[src/rtl/fifo_bank_reader.sv]
// Round-robin drain of a multi-lane byte FIFO bank into a single ordered byte stream.
// Reads are credit-limited so the 2-entry output buffer can never overflow.
module fifo_bank_reader #(
   parameter int LANES = 10,
   parameter int DW    = 8,
   parameter int CNT_W = 16
) (
   input  logic                clk_dwt,
   input  logic                rst,
   input  logic                rst_syn,
   input  logic [LANES-1:0]    rdempty,
   input  logic [LANES*DW-1:0] fifo_q,
   output logic [LANES-1:0]    rdreq,
   input  logic                flush,
   output logic [DW-1:0]       byte_out,
   output logic                byte_vld,
   input  logic                byte_rdy,
   output logic                drain_done,
   output logic [CNT_W-1:0]    byte_cnt
);

   localparam int PTR_W = (LANES > 1) ? $clog2(LANES) : 1;
   localparam logic [PTR_W-1:0] LAST_LANE = PTR_W'(LANES - 1);

   typedef enum logic [1:0] {
      ST_RUN,
      ST_FLUSH,
      ST_DONE
   } state_t;

   state_t            r_state;
   state_t            w_stateNext;
   logic [PTR_W-1:0]  r_rdPtr;
   logic [PTR_W-1:0]  r_capLane;
   logic              r_inflight;
   logic [1:0]        r_occ;
   logic [DW-1:0]     r_byteOut;
   logic [DW-1:0]     r_tail;
   logic              r_byteVld;
   logic [CNT_W-1:0]  r_byteCnt;

   logic              w_accept;
   logic              w_issue;
   logic [1:0]        w_occAfterPop;
   logic [1:0]        w_occNext;
   logic [DW-1:0]     w_capByte;
   logic [DW-1:0]     w_headAfterPop;
   logic [DW-1:0]     w_headNext;
   logic [DW-1:0]     w_tailNext;
   logic [LANES-1:0]  w_rdReq;
   logic              w_drainDone;
   logic              w_segmentEmpty;

   assign w_accept  = r_byteVld & byte_rdy;
   assign w_capByte = fifo_q[int'(r_capLane)*DW +: DW];

   // Credit counts the buffer after this cycle's pop, which is what lets a
   // full-rate stream issue a read every cycle while a byte is being accepted.
   assign w_occAfterPop = r_occ - {1'b0, w_accept};
   assign w_issue = rst && !rst_syn && !rdempty[r_rdPtr] &&
                    ((w_occAfterPop + {1'b0, r_inflight}) < 2'd2);

   always_comb begin
      w_rdReq = '0;
      w_rdReq[r_rdPtr] = w_issue;
   end

   always_comb begin
      w_headAfterPop = (w_accept && (r_occ == 2'd2)) ? r_tail : r_byteOut;
      w_headNext     = w_headAfterPop;
      w_tailNext     = r_tail;
      w_occNext      = w_occAfterPop + {1'b0, r_inflight};
      if (r_inflight) begin
         if (w_occAfterPop == 2'd0) begin
            w_headNext = w_capByte;
         end else begin
            w_tailNext = w_capByte;
         end
      end
   end

   assign w_segmentEmpty = rdempty[r_rdPtr] && !r_inflight &&
                           (r_occ == 2'd0) && !r_byteVld;

   always_comb begin
      w_stateNext = r_state;
      w_drainDone = 1'b0;
      case (r_state)
         ST_RUN: begin
            if (flush) begin
               w_stateNext = ST_FLUSH;
            end
         end
         ST_FLUSH: begin
            if (w_segmentEmpty) begin
               w_stateNext = ST_DONE;
            end
         end
         ST_DONE: begin
            w_drainDone = 1'b1;
            w_stateNext = ST_RUN;
         end
         default: begin
            w_stateNext = ST_RUN;
         end
      endcase
   end

   always_ff @(posedge clk_dwt or negedge rst) begin
      if (!rst) begin
         r_state <= ST_RUN;
      end else if (rst_syn) begin
         r_state <= ST_RUN;
      end else begin
         r_state <= w_stateNext;
      end
   end

   // Pointer never rewinds at segment end: the writer's start lane persists too.
   always_ff @(posedge clk_dwt or negedge rst) begin
      if (!rst) begin
         r_rdPtr    <= '0;
         r_capLane  <= '0;
         r_inflight <= 1'b0;
      end else if (rst_syn) begin
         r_rdPtr    <= '0;
         r_capLane  <= '0;
         r_inflight <= 1'b0;
      end else begin
         r_inflight <= w_issue;
         if (w_issue) begin
            r_capLane <= r_rdPtr;
            r_rdPtr   <= (r_rdPtr == LAST_LANE) ? '0 : r_rdPtr + 1'b1;
         end
      end
   end

   always_ff @(posedge clk_dwt or negedge rst) begin
      if (!rst) begin
         r_occ     <= '0;
         r_byteOut <= '0;
         r_tail    <= '0;
         r_byteVld <= 1'b0;
      end else if (rst_syn) begin
         r_occ     <= '0;
         r_byteOut <= '0;
         r_tail    <= '0;
         r_byteVld <= 1'b0;
      end else begin
         r_occ     <= w_occNext;
         r_byteOut <= w_headNext;
         r_tail    <= w_tailNext;
         r_byteVld <= (w_occNext != 2'd0);
      end
   end

   // A byte accepted in the DONE cycle already belongs to the next segment.
   always_ff @(posedge clk_dwt or negedge rst) begin
      if (!rst) begin
         r_byteCnt <= '0;
      end else if (rst_syn) begin
         r_byteCnt <= '0;
      end else if (r_state == ST_DONE) begin
         r_byteCnt <= CNT_W'(w_accept);
      end else if (w_accept && (r_byteCnt != '1)) begin
         r_byteCnt <= r_byteCnt + 1'b1;
      end
   end

   assign rdreq      = w_rdReq;
   assign byte_out   = r_byteOut;
   assign byte_vld   = r_byteVld;
   assign drain_done = w_drainDone;
   assign byte_cnt   = r_byteCnt;

endmodule

[config.mk]
export PLATFORM = sky130hd
export DESIGN_NAME = fifo_bank_reader
export DESIGN_NICKNAME = d
export VERILOG_FILES = /design/src/rtl/fifo_bank_reader.sv
export SDC_FILE = /design/constraint.sdc
export NUM_CORES = 1
export LEC_CHECK = 0
export CAP_MARGIN = 40
export CORE_MARGIN = 8
export CORE_UTILIZATION = 35
export DETAILED_ROUTE_END_ITERATION = 12
export GPL_ROUTABILITY_DRIVEN = 0
export PLACE_DENSITY_LB_ADDON = 0.12
export SYNTH_ARGS = -nofsm -noshare
export SYNTH_HDL_FRONTEND = slang
export SYNTH_SLANG_ARGS = --single-unit
[constraint.sdc]
create_clock -name clk_dwt -period 3.3 [get_ports clk_dwt]
set_input_delay 0.495 -clock clk_dwt [delete_from_list [all_inputs] [get_ports clk_dwt]]
set_output_delay 0.495 -clock clk_dwt [all_outputs]
set_load 0.1 [all_outputs]
==> results of run 1 <==
cell families after synthesis:
logic type	after synthesis	synth area share, %
DFF	46	36.09
adders and majority gates	3	1.177
buffers and inverters	35	4.472
AOI/OAI and AO/OA	83	19.11
muxes	47	21.73
xor gates and xnor gates	2	0.9808
and+or+nand+nor	97	16.44
critical path, stage by stage:
cell             delay [ps]
clkdlybuf4s50_1         480
nand2_4                 110
inv_2                    50
ha_4                    270
inv_2                    40
ha_4                    140
xnor3_2                 290
nand3_2                 110
a21o_4                  270
nor4_4                  200
buf_12                  220
flip-flops by register name, summed over array words and instances, names as in the netlist:
signal and cells:
r_capLane 4, byte_out 8, r_occ 2, r_tail 8, byte_vld 1, r_state 2, r_inflight 1, r_rdPtr 4
byte_cnt 16
per-stage QoR:
step	power [W]	TNS, ps	utilization (%)	cells
detailed placement	0.001430	0	54.60	551
floorplan	0.001152	-937.1	-	313
global route	0.001937	0	55.83	559
finish	0.001834	0	55.83	559
global placement	0.001405	0	53.94	547
CTS	0.001855	0	55.83	559
synth_stat cells (2+ instances only):
master	count
inv_1	15
nand4_1	7
o31ai_1	4
clkbuf_1	11
nor3b_1	2
or2_2	3
nand3_1	8
o211ai_1	2
nor2_1	10
mux2_2	8
nand2_1	28
o311ai_0	2
and3_1	2
nand3_2	2
mux4_2	17
nor2b_1	5
buf_2	5
or4_1	4
nor4_1	10
ha_1	3
dfrtp_1	46
o2bb2ai_1	8
nand2b_1	2
o21ai_0	18
a22o_1	8
or3_1	3
mux2i_1	22
o21a_1	3
a2111o_1	5
a21oi_1	14
o32ai_1	6
nor3_1	5
report_power, final:
part | switching [W] | internal, W
Sequential | 0.0000553 | 0.000609
Combinational | 0.000413 | 0.000336
Clock | 0.000195 | 0.000226
cell type report:
class | count | area, µm²
fill | 819 | 3985
timing repair buffer | 146 | 1491
multi-input combinational | 232 | 2081
clock buffer | 6 | 72.57
clock inverter | 2 | 37.54
tap | 111 | 138.9
inverter | 16 | 60.06
sequential | 46 | 1155
path summary, 6_finish.rpt:
path	from	endpoint	slack, ps	cells after the start
worst max-delay path	byte_rdy	rdreq[1]	120	11
min in group clk_dwt	r_tail[6]$_DFFE_PN0P_	r_tail[6]$_DFFE_PN0P_	510	1
worst min-delay path	rst	byte_cnt[12]$_DFFE_PN0P_	300	2
worst min register to register	r_tail[6]$_DFFE_PN0P_	r_tail[6]$_DFFE_PN0P_	510	1
worst max register to register	byte_vld$_DFF_PN0_	r_rdPtr[2]$_DFFE_PN0P_	1060	9
max in group asynchronous	rst	byte_vld$_DFF_PN0_	2550	2
per-layer routing:
metal | wire length, µm | share of wire [%]
met1 | 4449 | 42
met2 | 5440 | 52
met3 | 484 | 4.6
met4 | 127 | 1.2
met5 | 0 | 0
==> metrics, run 1 <==
status=complete, no violations; CP required=2800 ps; Finished Cell Area=0.005036 mm²; met3 Track Usage GR=3.978%; std cell rows=35; Die H=111.5 µm; DR pass1 iterations=4; CTS Root Cell=clkbuf_8; CP Launch Type=input pin; number of global-route vias before repair=3260; Synth Flop Type=dfrtp_1; syn_nets=411; most area-consuming cells after synthesis=dfrtp_1, mux4_2, mux2i_1, nand2_1, o21ai_0; DR vias/cell=5.490; Area growth syn-to-layout=57.91%; GRT Max-Usage Layer=met2; met1 usage=20.35%; Leak=2.019 nW; Final Critical Period=3182 ps; worst setup margin=117.7 ps; Max Clk Rate=0.3142 GHz; CP endpoint kind=output pin; Post-synth EDFFs=0; nets@finish=545; All-Layer GR Usage=16.66%; Clock Latency Late Sink=300 ps; core area=0.009021 mm²; total gr overflow=0; Max Cap Viol=0; Synth Instances=313; Clock Skew=2.732 ps; pin count of the biggest net entering global routing=47; Synth Area per Inst=10.19 µm²; initial antenna violation count=0; first-pass GRT wire length=17130 µm; commonest non-fill, non-tap cells in the layout=clkdlybuf4s50_1, dfrtp_1, buf_4, nand2_1, mux2i_1; most common cell after layout, fill and taps aside=clkdlybuf4s50_1; Setup Fix Bufs, Post-CTS=0; Cell variety after synth=57; die footprint=0.01242 mm²; Seq cells post-synth=46; HPWL Detailed=8466 µm; WL per Instance=18.79 µm; CTS hold repair buffers=0; part of the cycle the worst path needs=96.43%; Worst Path Arrival=2690 ps; max-slew violations=0; initial DRC count=141; clk buf depth=2; clock slew at the register clock pins of the worst setup and hold paths=90 ps; Warnings, synthesis=0; Synth top area share=36.09%; Pwr Density=364.2 mW/mm²; Place WS=65.27 ps; Rel. slew slack=41.77%; area leader, netlist=dfrtp_1; placed inst area=0.004926 mm²; layout cell share with drive strength beyond 1=25.00%; CTS sink count=46; CTS tree=done; final setup violating endpoints=0; Max IR drop VDD=0.1941 mV; WHS=298.8 ps; CTS resizes=0; CP Class=input pin to output pin; Num CTS Buffers=5; I/O Buffers=130; H-tree levels=2; Horiz. Die Dim=111.5 µm; Fin. Hold Viols=0; ys async rst share=100.0%; Initial Util=35.35%; Routed Antenna Nets=0; Post-Synthesis Cell Area=0.003189 mm²; total length of routed wires=10500 µm; met2 Use GR=28.61%; Residual DRC=0; # IOs=131; Hold WC Path Type=input pin to asynchronous set/reset pin; RSZ-0062 raised after global routing=no; Vias=3069; ANT cells=0; actual slew at the worst max-slew pin=871.6 ps; CP Max Fanout=7; Seq/Total Area, Yosys=36.09%
Note: power is estimated with default switching activity, not from simulation.
==> inputs of run 2 (changes only) <==
Settings changed: CORE_MARGIN 8 to unset.
==> metrics, run 2 (synthesis gave the netlist of run 1 again) <==
WL per Instance=16.34 µm; Initial Util=36.39%; status=complete, no violations; pin count of the biggest net entering global routing=47; Hold WC Path Type=input pin to asynchronous set/reset pin; core area=0.008763 mm²; CP Max Fanout=5; met3 WL=383 µm; max reg flops=16; Final Critical Period=3083 ps; RSZ-0062 raised after global routing=no; most common cell after layout, fill and taps aside=clkdlybuf4s50_1; Max Clk Rate=0.3243 GHz; number of global-route vias before repair=2979; Post-Route M1 WL=4113 µm; CP Launch Type=register; commonest non-fill, non-tap cells in the layout=clkdlybuf4s50_1, dfrtp_1, buf_4, nand2_1, mux2i_1; WL met2=4606 µm; Crit path largest cell delay=520 ps; CTS Root Cell=clkbuf_8; Die H=97.46 µm; max-slew violations=0; actual slew at the worst max-slew pin=915.8 ps; first-pass GRT wire length=14920 µm; final setup violating endpoints=0; DR top layer=met4; Pwr Density=360.2 mW/mm²; Num CTS Buffers=5; Worst R2R Setup Slack=1100 ps; clk buf depth=2; Area growth syn-to-layout=61.75%; total gr overflow=0; Horiz. Die Dim=97.46 µm; Residual DRC=0; Max Cap Viol=0; Routed Antenna Nets=0; CP required=2800 ps; Worst Path Arrival=2590 ps; Rel. slew slack=38.82%; CP Class=register to output pin; CP bufs+invs=3; Max IR drop VDD=0.1784 mV; Clock Skew=7.506 ps; initial antenna violation count=0; CTS sink count=46; CTS tree=done; ANT cells=0; CP delay by family, top=flip-flops; layout cell share with drive strength beyond 1=25.11%; CP endpoint kind=output pin; HPWL Detailed=7257 µm; Finished Core Util=58.87%; CTS hold repair buffers=0; # IOs=131; Leak=2.065 nW; std cell rows=34; slowest CP cell=dfrtp_4; Clock Latency Late Sink=300 ps; DR pass1 iterations=4; Vias=3099; die footprint=0.009498 mm²; Total Power=0.001858 W; DR vias/cell=5.514; nets@finish=551; initial DRC count=151; I/O Buffers=130; H-tree levels=2; clock slew at the register clock pins of the worst setup and hold paths=90 ps; total length of routed wires=9184 µm; crit-path cells=nand2_4, inv_2, ha_4, inv_2, ha_4, xnor3_2, nand3_2, a21o_4, nor4_4, buf_12; All-Layer GR Usage=19.52%; Fin. Hold Viols=0; part of the cycle the worst path needs=93.44%
run 2: cell types whose count changed in the layout (fill, tap and decap cells not counted):
cell	delta
clkinvlp_4	+1
dlymetal6s2s_1	+1
clkbuf_1	-1
buf_12	+1
buf_4	-5
buf_8	+4
buf_16	+1
clkdlybuf4s50_1	+4
run 2: per-stage QoR:
step | std cells | hold WS (ps) | setup TNS, ps | setup WS [ps] | cell area, µm²
detailed placement | 551 | 491.3 | 0 | 42.06 | 5007
finish | 562 | 329.0 | 0 | 216.6 | 5159
floorplan | 313 | 199.4 | -937.1 | -272.3 | 3388
global route | 562 | 375.3 | 0 | 104.1 | 5159
global placement | 542 | 487.2 | 0 | 82.47 | 4860
CTS | 559 | 351.9 | 0 | 25.06 | 5121
run 2: path summary, 6_finish.rpt:
check,start,to,cells after the start
worst max-delay path,byte_vld$_DFF_PN0_,rdreq[1],10
worst min-delay path,rst,byte_cnt[11]$_DFFE_PN0P_,2
worst max register to register,byte_vld$_DFF_PN0_,r_rdPtr[2]$_DFFE_PN0P_,9
worst min register to register,r_tail[7]$_DFFE_PN0P_,r_tail[7]$_DFFE_PN0P_,1
max in group asynchronous,rst,byte_vld$_DFF_PN0_,2
min in group clk_dwt,r_tail[7]$_DFFE_PN0P_,r_tail[7]$_DFFE_PN0P_,1
run 2: power by group:
group | internal, W | leakage (nW) | total, W | switching (W)
Combinational | 0.000355 | 1.38 | 0.000767 | 0.000411
Sequential | 0.000609 | 0.635 | 0.000665 | 0.0000564
Clock | 0.000225 | 0.0504 | 0.000427 | 0.000201
Total | 0.00119 | 2.07 | 0.00186 | 0.000669
run 2: cell type report:
| class | instances | area [µm²] |
|---|---|---|
| well taps | 108 | 135.1 |
| clock inverters | 3 | 45.04 |
| clock buffers | 5 | 68.82 |
| flip-flops and latches | 46 | 1155 |
| inverters | 16 | 60.06 |
| repair buffers | 152 | 1614 |
| multi-input cells | 232 | 2081 |
| fillers | 768 | 3605 |
run 2: repair_timing:
| item | in CTS | in global routing |
|---|---|---|
| hold endpoints to repair | 0 | 0 |
| setup endpoints to repair | 0 | 1 |
| buffers inserted | 0 | 3 |
| gates resized for setup | 0 | 1 |
run 2: routing by layer:
metal / global-route usage [%] / vias up
met3: 3.309 / 6
met4: 4.751 / 0
met5: 0 / -
li1: - / 1500
met1: 26.52 / 1518
met2: 32.44 / 75
==> inputs of run 3 (changes only) <==
Settings changed: SLEW_MARGIN set to 5.
==> results of run 3 <==
Same layout as run 2: the final DEF is identical, and so are final timing and power.
==> RTL change 1, RTL diff (settings of run 3) <==
The parameter `DW` goes from 8 to 10.
--- a/src/rtl/fifo_bank_reader.sv
+++ b/src/rtl/fifo_bank_reader.sv
@@ -4,3 +4,3 @@
    parameter int LANES = 10,
-   parameter int DW    = 8,
+   parameter int DW    = 10,
    parameter int CNT_W = 16
Ports: changed (resized byte_out and fifo_q); port bits go from 131 to 153. No check against the original RTL was run, so the function may have changed too.
==> RTL change 1 against run 3 <==
Final area up 9.5%; sequential cell count grew 4; power increased by 13%; worst setup slack worse by 86 ps; critical path depth up 1; area after synthesis grew 6.4%; wire length up 7.3%; sequential share of layout area down 0.15 points.
==> RTL change 1: results (changes against run 3) <==
- The instance count of the mapped netlist is 322 (was 313).
- The final net count is 602 (was 551).
- The endpoint of the lowest-slack register-to-register path is r_capLane[0] (was r_rdPtr[2]).
- The worst voltage drop across the vdd grid was 0.2200 mV (was 0.1784 mV).
- The count of synthesis-stage warnings from yosys is 0 (unchanged).
- The sequential share of the synthesized area is 36.86% (was 36.09%).
- The data arrival time of the critical path came to 2670 ps (was 2590 ps).
- The setup clock skew after layout came to 4.736 ps (was 7.506 ps).
- The total routing resource utilization after global routing is 20.24% (was 19.52%).
- The number of fill cells in the layout came to 787 (was 768).
- The largest net degree at the start of global routing came to 51 (was 47).
- The wire length per cell came to 16.05 um (was 16.34 um).
- The number of non-filler instances in the completed layout is 614 (was 562).
- The number of enable flip-flop cells after synthesis came to 0 (unchanged).
- The reported leakage power came to 2.204 nW (was 2.065 nW).
- The worst reg-to-reg setup slack is 1070 ps (was 1100 ps).
- The first-pass GRT wire length is 15.82 mm (was 14.92 mm).
- The proportion of layout cells with a drive suffix above 1 is 24.12% (was 25.11%).
- The HPWL after detailed placement is 7.874 mm (was 7.257 mm).
- The post-cts repair resize count is 0 (unchanged).
- Leading cell types by count after synthesis: sky130_fd_sc_hd__dfrtp_1 (50), sky130_fd_sc_hd__nand2_1 (30), sky130_fd_sc_hd__mux2i_1 (24) (was sky130_fd_sc_hd__dfrtp_1 (46), sky130_fd_sc_hd__nand2_1 (28), sky130_fd_sc_hd__mux2i_1 (22)).
- The via count of the routed design came to 3,174 (was 3,099).
- The via count of the first global-routing pass came to 3,139 (was 2,979).
- The actual transition at the worst max-transition pin is 909.5 ps (was 915.8 ps).
- Outcome: complete, no violations (unchanged).
- The count of input and output buffers is 152 (was 130).
- The cell area reported after detailed placement is 0.005512 mm2 (was 0.005007 mm2).
- The synthesized netlist net count is 440 (was 411).
- The cell depth of the worst flop-to-flop path is 10 (was 9).
- Ranking of synthesized cells by area: sky130_fd_sc_hd__dfrtp_1 (37%), sky130_fd_sc_hd__mux4_2 (13%), sky130_fd_sc_hd__mux2i_1 (7.1%) (was sky130_fd_sc_hd__dfrtp_1 (36%), sky130_fd_sc_hd__mux4_2 (12%), sky130_fd_sc_hd__mux2i_1 (6.9%)).
- The timing startpoint of the critical path is byte_rdy (was byte_vld).
- The start of the worst register-to-register path is byte_vld (unchanged).
- The end point of the critical path is rdreq[2] (was rdreq[1]).
- The largest fanout of any net on the critical path is 10 (was 5).
- The number of design-rule violations left by the first detailed-router iteration is 80 (was 151).
- The total number of H-tree levels is 2 (unchanged).
- The count of distinct cell types in the synthesized netlist is 54 (was 57).
[RTL change 1: worst min-delay path by stage]
stage,from,to,cells after the start,slack (ps)
after floorplan,rst,byte_cnt[0],0,200
after global placement,r_state[1],r_state[1],1,440
after detailed placement,r_state[1],r_state[1],1,440
after CTS,rst,byte_cnt[0],2,390
after global routing,rst,byte_cnt[8],2,420
final,rst,byte_cnt[14],2,360
[RTL change 1: cells by family (layout without fill, tap and decap cells)]
logic type | Yosys count | in the layout | share of synthesized area [%]
and+or+nand+nor | 97 | 97 | 15.48
AOI/OAI and AO/OA | 70 | 70 | 13.86
xor gates and xnor gates | 13 | 13 | 3.354
buffers and inverters | 31 | 194 | 4.349
adders and majority gates | 3 | 3 | 1.106
muxes | 58 | 58 | 24.99
DFF | 50 | 50 | 36.86
[RTL change 1: metal layers]
metal / track usage, % / vias up / wire [um]
li1: - / 1534 / -
met2: 33.14 / 80 / 5022
met1: 27.44 / 1550 / 4313
met4: 6.800 / 0 / 163
met5: 0 / - / 0
met3: 3.121 / 10 / 355
[RTL change 1: cell type report]
cell class                 instances  area share, %
multi-input combinational        241          38.86
timing repair buffer             175          33.30
sequential                        50          22.23
tap                              129          2.857
clock buffer                       5          1.218
inverter                          11         0.8193
clock inverter                     3         0.7086
[RTL change 1: worst max-delay path, cell delays in order]
cell and delay (ps):
sky130_fd_sc_hd__clkdlybuf4s50_1 460, sky130_fd_sc_hd__nand2_4 120, sky130_fd_sc_hd__clkinv_4 60, sky130_fd_sc_hd__ha_4 260, sky130_fd_sc_hd__inv_2 40, sky130_fd_sc_hd__ha_4 160
sky130_fd_sc_hd__xor2_4 200, sky130_fd_sc_hd__and2_4 200, sky130_fd_sc_hd__nand2_8 120, sky130_fd_sc_hd__nor4_4 340, sky130_fd_sc_hd__buf_12 210
[RTL change 1: through the flow]
| stage | util, % | setup slack (ps) |
|---|---|---|
| final | 60.58 | 131.0 |
| after CTS | 60.25 | 25.08 |
| after global routing | 60.58 | 3.509 |
| after detailed placement | 59.09 | 42.78 |
| after global placement | 56.54 | 108.5 |
| after floorplan | - | -179.1 |
[RTL change 1: report_power, final]
group	switching, mW	total, mW	internal, mW	leakage [nW]
combinational	0.509	0.931	0.423	1.46
clock	0.208	0.431	0.224	0.0579
sequential	0.0663	0.734	0.668	0.688
==> RTL change 2, RTL diff (config.mk and constraints of run 3) <==
Made on the original files. Encoding of `state_t`: now one-hot (3 bits for 3 states).
--- a/src/rtl/fifo_bank_reader.sv
+++ b/src/rtl/fifo_bank_reader.sv
@@ -24,6 +24,6 @@
 
-   typedef enum logic [1:0] {
-      ST_RUN,
-      ST_FLUSH,
-      ST_DONE
+   typedef enum logic [2:0] {
+      ST_RUN   = 3'b001,
+      ST_FLUSH = 3'b010,
+      ST_DONE  = 3'b100
    } state_t;
Function: same outputs for any inputs over 10 cycles, from zero or initial values and one cycle with rst low; not proved beyond that.
==> RTL change 2 against run 3 <==
Global-route usage rose by 0.86 points; sequential cell count is 1 higher; area after synthesis decreased by 1.5%; non-clock buffer count increased by 7; critical endpoint is now rdreq[0]; critical path type unchanged; wire length grew 0.11%; critical path depth did not move; power up 0.28%; final area decreased by 1.1%; worst setup slack got worse by 87 ps; combinational power up 9.0%.
==> RTL change 2: results (changes against run 3) <==
- Outcome: complete, no violations (unchanged).
- The worst-case headroom to the max-slew limit is 47.16% (was 38.82%).
- The final net count is 563 (was 551).
- Ranking of synthesized cells by area: sky130_fd_sc_hd__dfrtp_1 (37%), sky130_fd_sc_hd__mux4_2 (11%), sky130_fd_sc_hd__mux2_2 (6.1%) (was sky130_fd_sc_hd__dfrtp_1 (36%), sky130_fd_sc_hd__mux4_2 (12%), sky130_fd_sc_hd__mux2i_1 (6.9%)).
- The worst voltage drop across the vdd grid came to 0.1757 mV (was 0.1784 mV).
- The largest net degree at the start of global routing was 48 (was 47).
- The total number of H-tree levels was 2 (unchanged).
- The endpoint of the lowest-slack register-to-register path is r_capLane[3] (was r_rdPtr[2]).
- The data arrival time of the critical path came to 2680 ps (was 2590 ps).
- The family with the most delay on the worst path is simple AND/OR/NAND/NOR gates (was flip-flops).
- The worst reg-to-reg setup slack is 880 ps (was 1100 ps).
- The total routing resource utilization after global routing is 20.38% (was 19.52%).
- The proportion of layout cells with a drive suffix above 1 is 25.54% (was 25.11%).
- The number of antenna violations at the first check in global routing was 0 (unchanged).
- The reported leakage power is 1.996 nW (was 2.065 nW).
- The via count of the first global-routing pass came to 3,067 (was 2,979).
- The clock latency of the later-clocked register in the worst-skew pair is 290 ps.
- Leading cell types by count after synthesis: sky130_fd_sc_hd__nor2_1 (49), sky130_fd_sc_hd__dfrtp_1 (46), sky130_fd_sc_hd__a211oi_1 (20) (was sky130_fd_sc_hd__dfrtp_1 (46), sky130_fd_sc_hd__nand2_1 (28), sky130_fd_sc_hd__mux2i_1 (22)).
- The dominant register cell in the synthesized netlist is sky130_fd_sc_hd__dfrtp_1 (unchanged).
- The number of setup buffers added after CTS is 0 (unchanged).
- The number of design-rule violations left by the first detailed-router iteration came to 118 (was 151).
- The slowest library cell on the worst path was sky130_fd_sc_hd__dfrtp_4 (unchanged).
- The first-pass GRT wire length is 15.31 mm (was 14.92 mm).
- The start of the worst register-to-register path is byte_vld (unchanged).
- The worst slack on hold paths is 354.1 ps (was 329.0 ps).
- The count of distinct cell types in the synthesized netlist is 47 (was 57).
- The routed via count divided by cell count is 5.251 (was 5.514).
- The clock tree root buffer cell is sky130_fd_sc_hd__clkbuf_8 (unchanged).
- The cell depth of the worst flop-to-flop path was 10 (was 9).
- The number of flip-flops in the largest register is 16 (unchanged).
- The synthesized netlist net count is 418 (was 411).
- The sum of routed wire length over all layers is 9.194 mm (was 9.184 mm).
- On the worst path, the slowest cell contributes a delay of 510 ps.
- The HPWL after detailed placement is 7.338 mm (was 7.257 mm).
- The sequential share of the synthesized area is 37.46% (was 36.09%).
- The setup clock skew after layout is 9.560 ps (was 7.506 ps).
## RTL change 2: cell count changes after synthesis, moves of 9 or more
cell	run 3	this run
sky130_fd_sc_hd__nand2_1	28	12
sky130_fd_sc_hd__o21ai_0	18	7
sky130_fd_sc_hd__mux2_2	8	17
sky130_fd_sc_hd__nor2_1	10	49
sky130_fd_sc_hd__a211oi_1	1	20
sky130_fd_sc_hd__mux2i_1	22	8
## RTL change 2: cell families (layout without fill, tap and decap cells)
logic type | count (synthesis) | in the layout | share of synthesized area, %
AND/OR/NAND/NOR | 121 | 121 | 19.39
flip-flops | 47 | 47 | 37.46
AO/OA/AOI/OAI | 64 | 64 | 13.46
adder cells (fa/ha/maj) | 3 | 3 | 1.194
buffers and inverters | 33 | 179 | 4.896
multiplexers | 42 | 42 | 20.58
XOR/XNOR | 10 | 10 | 3.026
## RTL change 2: stage by stage
| step | setup slack [ps] | total power [mW] | instance area, um2 | std cells |
|---|---|---|---|---|
| detailed placement | -65.72 | 1.544 | 5016 | 566 |
| finish | 129.4 | 1.863 | 5104 | 574 |
| floorplan | -427.2 | 1.207 | 3289 | 320 |
| global placement | -72.69 | 1.481 | 4776 | 550 |
| CTS | 118.5 | 1.890 | 5104 | 574 |
| global route | 6.037 | 1.976 | 5104 | 574 |
## RTL change 2: layout make-up
type / instances / area [um2]
fill: 738 / 3617
timing repair buffer: 159 / 1712
tap: 108 / 135.1
clock inverter: 2 / 12.51
multi-input combinational: 240 / 1941
clock buffer: 6 / 72.57
inverter: 12 / 50.05
sequential: 47 / 1181
## RTL change 2: routing by layer
metal | routed length, um | part of all wire [%] | global-route usage, %
met5 | 0 | 0 | 0
met4 | 96 | 1.0 | 4.822
met3 | 268 | 2.9 | 3.179
met2 | 4742 | 52 | 35.48
met1 | 4086 | 44 | 26.53
## RTL change 2: worst max path at each step
stage / start / to / slack (ps) / cells after the start
finish: byte_vld / rdreq[0] / 130 / 10
global route: byte_vld / rdreq[0] / 6 / 10
CTS: byte_vld / rdreq[0] / 120 / 10
detailed placement: byte_rdy / rdreq[0] / -70 / 11
global placement: byte_rdy / rdreq[0] / -70 / 11
floorplan: byte_vld / rdreq[0] / -430 / 10
## RTL change 2: what timing repair did
item	4_1_cts	5_1_grt
gates resized for setup	2	0
setup endpoints to repair	4	0
hold buffers	0	0
## RTL change 2: power by group
group	switching (mW)	internal [mW]	total [mW]
Clock	0.191	0.148	0.339
Sequential	0.0566	0.631	0.688
Combinational	0.439	0.398	0.836
Total	0.687	1.18	1.86
